File: src/rtl/cu_state_sequencer.sv
// Multi-cycle control-unit sequencer.
// Each state runs an EXEC phase, where its controls are driven, and then a LATCH phase.
// EXEC toggles trigger as it ends; LATCH keeps all controls low and samples next_state.
// EXEC of IF, MEMLW and MEMSW stretches until mem_ready.
module cu_state_sequencer #(
    parameter int unsigned CNT_W = 32
) (
    input  logic             clk,
    input  logic             rst_n,
    input  logic [3:0]       next_state,
    input  logic             mem_ready,
    output logic [3:0]       state,
    output logic             trigger,
    output logic             pc_write,
    output logic             ir_write,
    output logic             mdr_write,
    output logic             reg_write,
    output logic             mem_read,
    output logic             mem_write,
    output logic             alu_en,
    output logic             alu_src_imm,
    output logic             branch_eval,
    output logic             jump_en,
    output logic [1:0]       wb_sel,
    output logic [1:0]       dst_sel,
    output logic             retire,
    output logic             illegal_state,
    output logic [CNT_W-1:0] cycle_count,
    output logic [CNT_W-1:0] instr_count
);

    typedef enum logic [3:0] {
        StInit  = 4'd0,
        StIf    = 4'd1,
        StId    = 4'd2,
        StExeR  = 4'd3,
        StExeI  = 4'd4,
        StExeW  = 4'd5,
        StExeB  = 4'd6,
        StWbR   = 4'd7,
        StWbI   = 4'd8,
        StMemLw = 4'd9,
        StMemSw = 4'd10,
        StWbLw  = 4'd11,
        StWbJar = 4'd12
    } state_e;

    localparam logic [CNT_W-1:0] CntOne = CNT_W'(1);

    state_e           state_q, state_d;
    logic             phase_q, phase_d;   // 0 = EXEC, 1 = LATCH
    logic             trigger_q, trigger_d;
    logic             retire_q, retire_d;
    logic             illegal_q, illegal_d;
    logic [CNT_W-1:0] cycle_q, cycle_d;
    logic [CNT_W-1:0] instr_q, instr_d;

    logic stall_state;
    logic exec_done;
    logic code_legal;

    // Next-state: phase sequencing, trigger toggle, state latch, pulses and counters
    always_comb begin
        state_d     = state_q;
        phase_d     = phase_q;
        trigger_d   = trigger_q;
        retire_d    = 1'b0;
        illegal_d   = 1'b0;
        cycle_d     = cycle_q + CntOne;
        instr_d     = instr_q;
        stall_state = (state_q == StIf) || (state_q == StMemLw) || (state_q == StMemSw);
        exec_done   = !phase_q && (!stall_state || mem_ready);
        code_legal  = (next_state <= 4'(StWbJar));

        if (exec_done) begin
            phase_d   = 1'b1;
            trigger_d = ~trigger_q;
        end else if (phase_q) begin
            phase_d   = 1'b0;
            illegal_d = !code_legal;
            state_d   = code_legal ? state_e'(next_state) : StIf;
            // Returning to fetch means an instruction completed, unless coming out of boot
            if (state_d == StIf && state_q != StInit) begin
                retire_d = 1'b1;
                instr_d  = instr_q + CntOne;
            end
        end
    end

    // State register with asynchronous clear
    always_ff @(posedge clk or negedge rst_n) begin
        if (!rst_n) begin
            state_q   <= StInit;
            phase_q   <= 1'b0;
            trigger_q <= 1'b0;
            retire_q  <= 1'b0;
            illegal_q <= 1'b0;
            cycle_q   <= '0;
            instr_q   <= '0;
        end else begin
            state_q   <= state_d;
            phase_q   <= phase_d;
            trigger_q <= trigger_d;
            retire_q  <= retire_d;
            illegal_q <= illegal_d;
            cycle_q   <= cycle_d;
            instr_q   <= instr_d;
        end
    end

    // Control decode: only in EXEC, from the registered state (plus mem_ready for completion)
    always_comb begin
        pc_write    = 1'b0;
        ir_write    = 1'b0;
        mdr_write   = 1'b0;
        reg_write   = 1'b0;
        mem_read    = 1'b0;
        mem_write   = 1'b0;
        alu_en      = 1'b0;
        alu_src_imm = 1'b0;
        branch_eval = 1'b0;
        jump_en     = 1'b0;
        wb_sel      = 2'b00;
        dst_sel     = 2'b00;
        if (!phase_q) begin
            unique case (state_q)
                StInit: ;
                StIf: begin
                    mem_read = 1'b1;
                    ir_write = mem_ready;
                    pc_write = mem_ready;
                end
                StId:   jump_en = 1'b1;
                StExeR: alu_en = 1'b1;
                StExeI, StExeW: begin
                    alu_en      = 1'b1;
                    alu_src_imm = 1'b1;
                end
                StExeB: begin
                    alu_en      = 1'b1;
                    branch_eval = 1'b1;
                end
                StWbR:  reg_write = 1'b1;
                StWbI: begin
                    reg_write = 1'b1;
                    dst_sel   = 2'b01;
                end
                StMemLw: begin
                    mem_read  = 1'b1;
                    mdr_write = mem_ready;
                end
                StMemSw: mem_write = 1'b1;
                StWbLw: begin
                    reg_write = 1'b1;
                    wb_sel    = 2'b01;
                    dst_sel   = 2'b01;
                end
                StWbJar: begin
                    reg_write = 1'b1;
                    pc_write  = 1'b1;
                    wb_sel    = 2'b10;
                    dst_sel   = 2'b10;
                end
                default: ;
            endcase
        end
    end

    assign state         = state_q;
    assign trigger       = trigger_q;
    assign retire        = retire_q;
    assign illegal_state = illegal_q;
    assign cycle_count   = cycle_q;
    assign instr_count   = instr_q;

endmodule
File: config.mk
export PLATFORM = sky130hd
export DESIGN_NAME = cu_state_sequencer
export DESIGN_NICKNAME = d
export VERILOG_FILES = /design/src/rtl/cu_state_sequencer.sv
export SDC_FILE = /design/constraint.sdc
export NUM_CORES = 1
export LEC_CHECK = 0
export BUFFER_PORTS_ARGS = -buffer_cell sky130_fd_sc_hd__buf_2
export CAP_MARGIN = 20
export CORE_ASPECT_RATIO = 1.1
export CORE_UTILIZATION = 25
export DETAILED_ROUTE_END_ITERATION = 12
export HOLD_SLACK_MARGIN = 0.03
export PLACE_DENSITY = 0.48
export SYNTH_ARGS = -nofsm -noshare
export SYNTH_HDL_FRONTEND = slang
export SYNTH_SLANG_ARGS = --single-unit
File: constraint.sdc
create_clock -name clk -period 3.1 [get_ports clk]
set_clock_uncertainty 0.15 [all_clocks]
set_input_delay 0 -clock clk [delete_from_list [all_inputs] [get_ports clk]]
set_output_delay 0 -clock clk [all_outputs]
set_load 0.005 [all_outputs]
==> flow_metrics.py <==
metrics = {
    "outcome": {
        "outcome": "finished clean",
    },
    "floorplanning": {
        "io_pins": 92,
        "fp.dieW_um": 116,
        "die_area_um2": 14800,
        "core_um2": 13900,
        "chipHeight_um": 127,
        "rows": 45,
        "start_util_pct": 25.8,
    },
    "detailed_routing": {
        "ant_nets": 0,
        "drt-initial-drc-count": 112,
        "firstDrtPassIters": 4,
        "wl_per_cell_um": 13.5,
        "drt-total-wl_um": 8430,
        "drc": 0,
        "vias_per_cell": 4.49,
        "vias": 2803,
    },
    "synth": {
        "yosys-top-cells-count": "72 x dfrtp_1, 33 x xor2_1, 31 x xnor2_1",
        "synth_top_area_share_pct": 50.5,
        "ys_warn_count": 0,
        "synth_area_um2": 3570,
        "yosysMostFrequentCell": "dfrtp_1",
        "yosysSeqAreaShare_pct": 50.5,
        "synthesis.instances": 332,
        "yosysUniqueCellTypes": 46,
        "synth_nets": 341,
        "ys_async_sr_fraction_pct": 100,
        "ys.flop_type": "dfrtp_1",
        "synth_edf_count": 0,
        "synth_area_leaders": "dfrtp_1 50%, xor2_1 8.1%, xnor2_1 7.6%",
        "synth_seq_cells": 72,
        "synth_area_per_cell_um2": 10.8,
        "yosysTopAreaCell": "dfrtp_1",
    },
    "run": {
        "drv_cap": 0,
    },
    "cts": {
        "clk_latency_ns": 0.34,
        "htreeDepth": 3,
        "cts_setup_buffers": 0,
        "numCtsBuffers": 9,
        "root_buffer": "clkbuf_16",
        "cts_tree": "yes",
        "cts_max_path_buffers": 2,
        "cts_sinks": 72,
        "clk_pin_slew_worst_paths_ns": 0.06,
    },
    "sta": {
        "post-route-min-period_ns": 2.29,
        "worstMarginPinSlew_ns": 0.948,
        "fin_tns_setup_ns": 0,
        "fmax_mhz": 437,
        "setup_viol": 0,
        "slew_viol_final": 0,
        "hold_viol": 0,
        "period_share_pct": 73.9,
        "slew_headroom_pct": 36.8,
        "setup_slack_ns": 0.810,
        "rsz0062_at_grt": "no",
    },
    "grt": {
        "grt_overflow": 0,
        "grt_usage_pct": 12.2,
        "grt_pass1_wl_um": 13800,
        "antenna_found_initial": 0,
        "grt_start_max_net_pins": 73,
        "grt_pass1_vias": 2657,
    },
    "layout": {
        "drive_above_1_share_pct": 30.3,
        "final_cell_area_um2": 4670,
        "final_core_utilization_pct": 33.7,
        "layout.nets": 440,
        "area_growth_pct": 30.7,
        "diodes": 0,
    },
    "setup_path": {
        "r2r_cells": 4,
        "critPathKind": "flip-flop to flip-flop",
        "critPathArrivalTime_ns": 2.40,
        "cp.required_ns": 3.21,
        "endpoint_kind": "flip-flop",
        "crit_fanout": 14,
        "cp-start-kind": "flip-flop",
    },
    "power": {
        "pwr_density_cell_nw_per_um2": 615,
        "finalPower_mw": 2.87,
        "irDropWorstVdd_mv": 0.478,
        "p_leak_nw": 2.30,
    },
    "place": {
        "place_worst_setup_slack_ns": 0.835,
        "place_congestion": 0.734,
        "post-dp-hpwl_um": 5950,
        "placed_cell_area_um2": 4200,
        "io_buffers": 91,
    },
    "hold_path": {
        "hold_class": "primary input to asynchronous set/reset pin",
    },
}
stage by stage:
step,cells,hold WS (ns)
4_1_cts,624,0.236
3_3_place_gp,598,0.0602
2_1_floorplan,332,-0.446
5_1_grt,624,0.309
3_5_place_dp,598,0.0614
6_report,624,0.185
metal layers:
metal / global-route usage, % / part of all wire (%)
met1: 16.4 / 47
met2: 17.8 / 46
met3: 3.98 / 5.6
met4: 5.66 / 1.7
met5: 0 / 0
critical path: stages (launching register included):
cell and delay [ns]:
dfrtp_1 0.58, o21ai_1 0.23, or4b_4 0.69, nor4_1 0.38
xor2_1 0.18
repair_timing:
action                                  CTS  global route
endpoints found under the setup margin    0             0
resized for setup                         0             0
hold buffers                             10             0
endpoints found under the hold margin    79             0
flip-flops by register name, indices dropped and copies added (netlist names):
register       flops
cycle_count       32
trigger            1
instr_count       32
state              4
illegal_state      1
phase_q            1
retire             1
cells by family (layout without fill, tap and decap cells):
family | after synthesis | count (layout) | synth area share (%)
simple gates | 147 | 147 | 26.0
mux | 2 | 2 | 0.631
fa+ha+maj | 2 | 2 | 0.701
buf+inv | 29 | 133 | 3.61
xor+xnor | 64 | 64 | 15.7
compound gates | 16 | 16 | 2.91
flops | 72 | 72 | 50.5
placed cells by master, fill, tap and decap left out, drive strengths merged, types with 4 or more instances in the layout:
cell	instances
inv	15
clkbuf	10
nand3	24
xnor2	31
bufinv	4
dlygate4sd3	10
nor2	19
nand4	16
and2	4
xor2	33
nor4	17
nand2	21
buf	92
and4	9
nor3	18
dfrtp	72
o21ai	7
and3	4
or3	5
final timing paths:
check | startpoint | to | slack [ns]
worst min-delay path | rst_n | trigger$_DFFE_PN0P_ | 0.19
worst max register to register | phase_q$_DFF_PN0_ | instr_count[17]$_DFFE_PN0P_ | 0.81
worst min register to register | cycle_count[31]$_DFF_PN0_ | cycle_count[31]$_DFF_PN0_ | 0.31
min in group clk | cycle_count[31]$_DFF_PN0_ | cycle_count[31]$_DFF_PN0_ | 0.31
max in group asynchronous | rst_n | cycle_count[15]$_DFF_PN0_ | 1.99
worst max-delay path | phase_q$_DFF_PN0_ | instr_count[17]$_DFFE_PN0P_ | 0.81
area by class of cell:
type                    instances  area (um2)
multi-input cells             231        1640
flip-flops and latches         72        1800
fillers                      1443        9180
inverters                      15        56.3
clock inverters                 6         130
repair buffers                102         566
well taps                     188         235
clock buffers                  10         239
power by group:
group          leakage, nW  total [mW]  internal (mW)  switching [mW]
logic                 1.16       0.426          0.202           0.224
registers            0.962        1.15           1.01           0.141
clock network        0.182        1.29          0.887           0.408
(Power assumes the default switching activity.)
